**src/rtl/digit_scan.sv**
```systemverilog
// Multiplexed seven-segment scanner: per-digit hex/raw decode, blink,
// anti-ghost guard band and global PWM brightness, with a frame tick.
module digit_scan #(
   parameter int DIGITS       = 4,
   parameter int SCAN_DIV     = 12500,
   parameter int GUARD        = 2,
   parameter int PWM_BITS     = 4,
   parameter int BLINK_FRAMES = 64,
   parameter bit SEG_ACT_LOW  = 1'b1,
   parameter bit CS_ACT_LOW   = 1'b1
) (
   input  logic                  clk,
   input  logic                  rst,
   input  logic [4*DIGITS-1:0]   dig_val,
   input  logic [8*DIGITS-1:0]   raw_seg,
   input  logic [DIGITS-1:0]     raw_sel,
   input  logic [DIGITS-1:0]     dig_dot,
   input  logic [DIGITS-1:0]     dig_ena,
   input  logic [DIGITS-1:0]     dig_blink,
   input  logic [PWM_BITS-1:0]   brightness,
   output logic [7:0]            seg_out,
   output logic [DIGITS-1:0]     segcs_out,
   output logic                  frame_tick
);

   localparam int DW = $clog2(SCAN_DIV);
   localparam int IW = (DIGITS > 1) ? $clog2(DIGITS) : 1;
   localparam int FW = (BLINK_FRAMES > 1) ? $clog2(BLINK_FRAMES) : 1;
   localparam int AW = DW + PWM_BITS + 1;
   localparam logic [7:0] SEG_OFF = SEG_ACT_LOW ? 8'hFF : 8'h00;
   localparam logic [DIGITS-1:0] CS_OFF = CS_ACT_LOW ? '1 : '0;

   logic [DW-1:0]     div_q, div_d;
   logic [IW-1:0]     idx_q, idx_d;
   logic [FW-1:0]     frame_cnt_q, frame_cnt_d;
   logic              blink_phase_q, blink_phase_d;
   logic              tick_q, tick_d;
   logic [3:0]        val_q, val_d;
   logic [7:0]        raw_q, raw_d;
   logic              rsel_q, rsel_d;
   logic              dot_q, dot_d;
   logic              ena_q, ena_d;
   logic              blk_q, blk_d;
   logic [DW:0]       on_len_q, on_len_d;
   logic [7:0]        seg_q, seg_d;
   logic [DIGITS-1:0] cs_q, cs_d;

   logic              slot_end, last_dig, frame_end, on;
   logic [IW-1:0]     nidx;
   logic [AW-1:0]     prod;
   logic [7:0]        hex, pat;
   logic [DIGITS-1:0] cs_on;

   always_comb begin
      slot_end  = (div_q == DW'(SCAN_DIV - 1));
      last_dig  = (idx_q == IW'(DIGITS - 1));
      frame_end = slot_end && last_dig;
      nidx      = last_dig ? '0 : idx_q + IW'(1);
      div_d     = slot_end ? '0 : div_q + DW'(1);
      idx_d     = slot_end ? nidx : idx_q;
      tick_d    = frame_end;

      frame_cnt_d   = frame_cnt_q;
      blink_phase_d = blink_phase_q;
      if (frame_end) begin
         if (frame_cnt_q == FW'(BLINK_FRAMES - 1)) begin
            frame_cnt_d   = '0;
            blink_phase_d = ~blink_phase_q;
         end else begin
            frame_cnt_d = frame_cnt_q + FW'(1);
         end
      end

      // Latch the upcoming digit at the slot boundary so mid-slot writes never tear
      val_d    = val_q;
      raw_d    = raw_q;
      rsel_d   = rsel_q;
      dot_d    = dot_q;
      ena_d    = ena_q;
      blk_d    = blk_q;
      prod     = (AW'(brightness) + AW'(1)) * AW'(SCAN_DIV);
      on_len_d = slot_end ? (DW+1)'(prod >> PWM_BITS) : on_len_q;
      if (slot_end) begin
         for (int i = 0; i < DIGITS; i++) begin
            if (nidx == IW'(i)) begin
               val_d  = dig_val[4*i +: 4];
               raw_d  = raw_seg[8*i +: 8];
               rsel_d = raw_sel[i];
               dot_d  = dig_dot[i];
               ena_d  = dig_ena[i];
               blk_d  = dig_blink[i];
            end
         end
      end
   end

   always_comb begin
      case (val_q)
         4'h0:    hex = 8'h3F;
         4'h1:    hex = 8'h06;
         4'h2:    hex = 8'h5B;
         4'h3:    hex = 8'h4F;
         4'h4:    hex = 8'h66;
         4'h5:    hex = 8'h6D;
         4'h6:    hex = 8'h7D;
         4'h7:    hex = 8'h07;
         4'h8:    hex = 8'h7F;
         4'h9:    hex = 8'h6F;
         4'hA:    hex = 8'h77;
         4'hB:    hex = 8'h7C;
         4'hC:    hex = 8'h39;
         4'hD:    hex = 8'h5E;
         4'hE:    hex = 8'h79;
         default: hex = 8'h71;
      endcase
      pat = rsel_q ? raw_q : {dot_q, hex[6:0]};

      on = ena_q && !(blk_q && blink_phase_q)
         && ({1'b0, div_q} >= (DW+1)'(GUARD))
         && ({1'b0, div_q} < on_len_q);

      cs_on = '0;
      for (int i = 0; i < DIGITS; i++) begin
         cs_on[i] = on && (idx_q == IW'(i));
      end
      seg_d = SEG_ACT_LOW ? ~(on ? pat : 8'h00) : (on ? pat : 8'h00);
      cs_d  = CS_ACT_LOW ? ~cs_on : cs_on;
   end

   always_ff @(posedge clk) begin
      if (rst) begin
         div_q         <= '0;
         idx_q         <= '0;
         frame_cnt_q   <= '0;
         blink_phase_q <= 1'b0;
         tick_q        <= 1'b0;
         val_q         <= '0;
         raw_q         <= '0;
         rsel_q        <= 1'b0;
         dot_q         <= 1'b0;
         ena_q         <= 1'b0;
         blk_q         <= 1'b0;
         on_len_q      <= '0;
         seg_q         <= SEG_OFF;
         cs_q          <= CS_OFF;
      end else begin
         div_q         <= div_d;
         idx_q         <= idx_d;
         frame_cnt_q   <= frame_cnt_d;
         blink_phase_q <= blink_phase_d;
         tick_q        <= tick_d;
         val_q         <= val_d;
         raw_q         <= raw_d;
         rsel_q        <= rsel_d;
         dot_q         <= dot_d;
         ena_q         <= ena_d;
         blk_q         <= blk_d;
         on_len_q      <= on_len_d;
         seg_q         <= seg_d;
         cs_q          <= cs_d;
      end
   end

   assign seg_out    = seg_q;
   assign segcs_out  = cs_q;
   assign frame_tick = tick_q;

endmodule

```
**config.mk**
```make
export PLATFORM = sky130hd
export DESIGN_NAME = digit_scan
export DESIGN_NICKNAME = d
export VERILOG_FILES = /design/src/rtl/digit_scan.sv
export SDC_FILE = /design/constraint.sdc
export NUM_CORES = 1
export LEC_CHECK = 0
export ABC_AREA = 0
export BUFFER_PORTS_ARGS = -buffer_cell sky130_fd_sc_hd__buf_2
export CAP_MARGIN = 20
export CORE_MARGIN = 8
export CORE_UTILIZATION = 40
export DETAILED_ROUTE_END_ITERATION = 12
export GPL_ROUTABILITY_DRIVEN = 0
export HOLD_SLACK_MARGIN = 0.03
export PLACE_DENSITY = 0.69
export SYNTH_ARGS = -nofsm -noshare
export SYNTH_HDL_FRONTEND = slang
export SYNTH_SLANG_ARGS = --single-unit
```
**constraint.sdc**
```tcl
create_clock -name clk -period 8.4 [get_ports clk]
set_input_delay 0 -clock clk [delete_from_list [all_inputs] [get_ports clk]]
set_output_delay 0 -clock clk [all_outputs]
set_load 0.005 [all_outputs]
```
# Word-level counts from Yosys, hierarchy flattened
# Memories as Yosys holds them, arrays and structs flattened. A register that Yosys moved wholly into a read port is not among the register bits.
# Index checks and enable logic that the tools add are counted.
# totals
mem_bits_ro	112
output_inout_bits	13
ff_bits	67
elab_cells	79
ramBits	0
inputBits	70
n_memories	1
latchBits	0
# memory_table
name	depth	width	rd	rd_clocked_by_memory_dff	write_ports	line	rtl
(name not given)	16	7	1	1	0	98	case (val_q)
# classes
bitwise	3
reduce_logical	16
n_div	0
add_sub_neg	4
shifts	0
eq_ne	8
mul	1
order_cmp	2
mux	30
# op_table
operator	count
8-bit two-way mux	6
4-bit two-way mux	6
5-bit by 12-bit multiplier with 17-bit output, second input constant	1
1-bit two-way mux	16
14-bit by 15-bit less-than comparator with 1-bit output	1
14-bit by 1-bit adder with 14-bit output, second input constant	1
14-bit equality test, second input constant	1
14-bit by 2-bit greater-or-equal comparator with 1-bit output, second input constant	1
1-bit logical AND	9
2-bit equality test, second input constant	4
8-bit NOT	1
6-bit by 1-bit adder with 6-bit output, second input constant	1
6-bit equality test, second input constant	1
6-bit two-way mux	1
4-bit by 1-bit adder with 5-bit output, second input constant	1
2-bit by 1-bit equality test with 1-bit output, second input constant	2
2-bit zero test	2
4-bit NOT	1
2-bit AND reduction	2
4-bit nonzero test	1
2-bit by 1-bit adder with 2-bit output, second input constant	1
2-bit two-way mux	1
2-bit OR reduction	1
1-bit zero test	1
1-bit NOT	1

# Depth between registers and ports, before layout
# depth
ltp_word	9
depth_mapped	15
depth_no_buf	14

# Least setup slack after synthesis
# No wires, ideal clock.
# synth_path
path_type	input port to flip-flop
start	input brightness[0]
end	register on_len_q[13]
path_stages	13
path_slack_ps	5447
t_arrival_ps	2847
path_cell_list	ha_1 -> xor2_1 -> ha_1 -> xnor2_1 -> ha_1 -> ha_1 -> ha_1 -> a21o_1 -> nand4_1 -> a21o_1 -> and3_1 -> or4_1 -> o311ai_0
# synth_via
elab_chain_cells	2
# synth_rtl
item	line	rtl
start, declared	20	input logic [PWM_BITS-1:0] brightness,
4-bit by 1-bit adder with 5-bit output	81	prod = (AW'(brightness) + AW'(1)) * AW'(SCAN_DIV);
5-bit by 12-bit multiplier with 17-bit output	81	
end signal, assigned	158	on_len_q <= on_len_d;
end, declared	44	logic [DW:0] on_len_q, on_len_d;
# No other way between the ends.
# A chain may end at the register's enable or synchronous reset.

# Worst setup path after layout
# layout_path
start	register idx_q[0]
end	register hex[3] (netlist name)
# layout_via
elab_chain_cells	8
elab_cells_between_ends	14
# layout_rtl
item	line	rtl
start, declared	34	logic [IW-1:0] idx_q, idx_d;
start signal, assigned	148	idx_q <= idx_d;
2-bit by 1-bit adder with 2-bit output or 2-bit equality test (tied branches)	58, 56	
2-bit two-way mux *	58	nidx = last_dig ? '0 : idx_q + IW'(1);
2-bit by 1-bit equality test with 1-bit output	85	if (nidx == IW'(i)) begin
4-bit two-way mux (3 in a row)	85	
4-bit two-way mux (no line) * (2 in a row)	-	
# Mark *: on every way between the ends. The rest lies on a longest branch, timed or not.

==> results.md <==
- First-pass GRT wire length: 19.3 mm
- #FFs+latches synth: 74
- Post-route DRC violation count: 0
- Chip width: 125 um
- Headroom to the max-slew limit: 62.1%
- Drt first pass iters: 5
- Async SR Flop Fraction: 0%
- Via-to-Cell Ratio: 5.22
- Final setup vio count: 0
- Clock Skews: 0.00754 ns
- Slew Viols, Final: 0
- R2R Path Start: idx_q[0]$_SDFFE_PP0N_
- Final Cycle Share: 37.8%
- RSZ-0062 raised after global routing: no
- Clock Latency Late Sink: between 0.3 and 0.4 ns
- IO Pins: 83
- Worst Setup End Kind: flop
- Fmax: 315 MHz
- Mean Syn Cell Area: 8.53 um^2
- Worst Tran Pin Value: 0.566 ns
- Dpl cells: 760
- Post-Syn Area: 4740 um^2
- Final #Nets: ~760
- Reg2Reg Setup Slack: 5.22 ns
- Antenna diodes: 0
- Layout area overhead: 16.6%
- Clock root buffer: clkbuf_16
- Status: finished, final reports clean
- Core area: 11500 um^2
- Synth warn: 0
- Max-capacitance violation count: 0
- Vias post-DR: 4055
- Largest cells by area after synthesis: dfxtp_1 (31%), ha_1 (16%), nand2_1 (4.7%), nor2_1 (4.6%), a21oi_1 (4.0%)
- Synth cell types: 57
- Post-synth EDFFs: 0
- Syn_nets: 686
- Layout Cells excl Fill: approximately 780
- Gr ovfl total: 0
- # rows: 39
- # H-tree levels: 3
- Vias in the first global route: 4103
- Sequential fraction of the synthesis area: 31.2%
- Cell area after layout: approximately 5500 um^2
- Class of the worst hold path: input pin to flop
- Cells after Synth: 556
- CTS Buf Count: 9
- Crit path time final: 3.18 ns
- Routed len/inst: 14.5 um
- Worst Hold Path EP: raw_q[1]$_SDFFE_PP0N_
- Area after DPL: 5250 um^2
- CP Launch Type: flop
- CTS clk-pin slew, worst paths: 0.06 ns
- Hold depth: 5
- CTS Hold Bufs: 0
- DIE AREA: around 16000 um^2
- CTS sink count: 74
- WL final: 11.3 mm
- Port bufs: 82
- Fin. Hold Viols: 0
- Starting density of the core: 41.2%
- Detail Route Antenna Nets: 0
- Setup TNS: 0 ns
- Cell Pwr Density: 150 nW/um^2
- CP Class: flop to flop
- Startpoint of the worst hold path: raw_seg[25]
- Peak VDD IR: roughly 85 uV
- Worst slack at placement: 5.03 ns
- Die height: between 100 and 150 um
- Critical path arrival: 3.46 ns
- Top FF cell, synth: dfxtp_1
- Layout cell share with drive strength beyond 1: 19.6%
- Total GRT Usage: 14.7%
- DRT iter0 DRCs: 150
- Final HPWL from detailed placement: 8.73 mm
- PostCTS Resize Cnt: 0
- Largest net degree at the start of global routing: 54
- Static leakage: 2.42 nW
- Critical Path RT: 8.68 ns
- Worst-path fanout max: 16
- CTS tree: built
- Final Util: 48.0%
- Top-area cell type share of the netlist area: 31.2%
- Worst r2r path cells: 12
- Worst setup margin: 5.22 ns
- Top cell type by total area after synthesis: dfxtp_1
- Initial antenna violation count: 0
- Bufs on Longest Clock Path: 2
- Number of post-CTS setup repair buffers: 0
- R2r endpoint: hex[3]$_DFF_P_
==> cell families after synthesis <==
group / Yosys count / share of synthesized area [%]
DFF: 74 / 31.2
muxes: 32 / 7.41
adders and majority gates: 60 / 16.0
AOI/OAI and AO/OA: 109 / 15.2
and+or+nand+nor: 188 / 19.1
buffers and inverters: 63 / 5.51
xor gates and xnor gates: 30 / 5.54
==> cell usage after synthesis (3+ instances only) <==
cell      number
o211ai_1      13
a211oi_1       4
inv_1         36
nand2b_1       6
o21ai_0       16
a21oi_1       38
xnor2_1       15
or3_1          3
nor2_1        58
nand2_1       60
a21o_1         9
ha_1          59
nor3_1         8
nand3_1       10
clkbuf_1      18
and3_1         8
xor2_1        15
a31oi_1        6
mux2i_1       19
dfxtp_1       74
nand4_1       11
and2_1         4
mux2_2        10
buf_2          5
==> critical path, cell delays in order (launching register included) <==
cell and delay [ns]:
dfxtp_1 0.42, inv_1 0.13, ha_1 0.21, buf_4 0.23, mux2i_1 0.14, o21ai_0 0.18, mux2i_1 0.13, a211oi_1 0.51
inv_1 0.22, ha_1 0.33, inv_1 0.05, mux4_1 0.52, inv_1 0.07
==> final cells by class <==
class / count / area [um^2]
Clock buffer: 9 / 225
Sequential cell: 74 / 1480
Clock inverter: 7 / 46.3
Inverter: 36 / 135
Timing Repair Buffer: 89 / 463
Tap cell: 143 / 179
Multi-Input combinational cell: 419 / 3000
Fill cell: 1131 / 5980
==> sequential cells by signal, summed over array words and instances (netlist names), 2 cells and up <==
| name | count |
|---|---|
| idx_q | 2 |
| segcs_out | 4 |
| div_q | 14 |
| seg_out | 8 |
| raw_q | 8 |
| frame_cnt_q | 6 |
| hex | 7 |
| val_q | 4 |
| on_len_q | 15 |
==> metal layers <==
| metal | GRT usage (%) | wire [um] |
|---|---|---|
| met2 | 24.8 | 5360 |
| met4 | 4.58 | 157 |
| met1 | 18.2 | 5280 |
| met5 | 0 | 0 |
| met3 | 3.25 | 491 |
==> cells in the final DEF (no fill, tap or decap), types with 9 or more instances in the layout <==
cell type / instances
a21o_1: 9
a21oi_1: 38
buf_2: 82
clkbuf_16: 9
dfxtp_1: 74
ha_1: 59
inv_1: 36
mux2_2: 10
mux2i_1: 19
nand2_1: 60
nand3_1: 10
nand4_1: 11
nor2_1: 58
o211ai_1: 13
o21ai_0: 16
xnor2_1: 15
xor2_1: 15
==> worst max-delay path by stage <==
stage                     cells after the start                   endpoint             startpoint  slack, ns
final                                        12             hex[3]$_DFF_P_  idx_q[0]$_SDFFE_PP0N_       5.22
after CTS                                    12             hex[3]$_DFF_P_  idx_q[0]$_SDFFE_PP0N_       5.20
after detailed placement                     14  on_len_q[13]$_SDFFE_PP0N_          brightness[0]       5.03
after floorplan                              13  on_len_q[13]$_SDFFE_PP0N_          brightness[0]       5.45
after global routing                         12             hex[3]$_DFF_P_  idx_q[0]$_SDFFE_PP0N_       4.94
after global placement                       14  on_len_q[13]$_SDFFE_PP0N_          brightness[0]       5.13
==> per-stage QoR <==
step	power (mW)	hold WS, ns
2_1_floorplan	0.456	0.0964
3_3_place_gp	0.492	0.385
3_5_place_dp	0.494	0.381
4_1_cts	0.841	0.0491
5_1_grt	0.877	0.0744
6_report	0.832	0.0564
==> where the power goes <==
part           internal [mW]  leakage [nW]  total [mW]  switching (mW)
clock network          0.198         0.127       0.344           0.145
logic                 0.0607          1.69       0.134          0.0731
registers              0.352         0.597       0.354         0.00224
total                  0.611          2.42       0.832           0.221
Note: power is estimated with default switching activity, not from simulation.
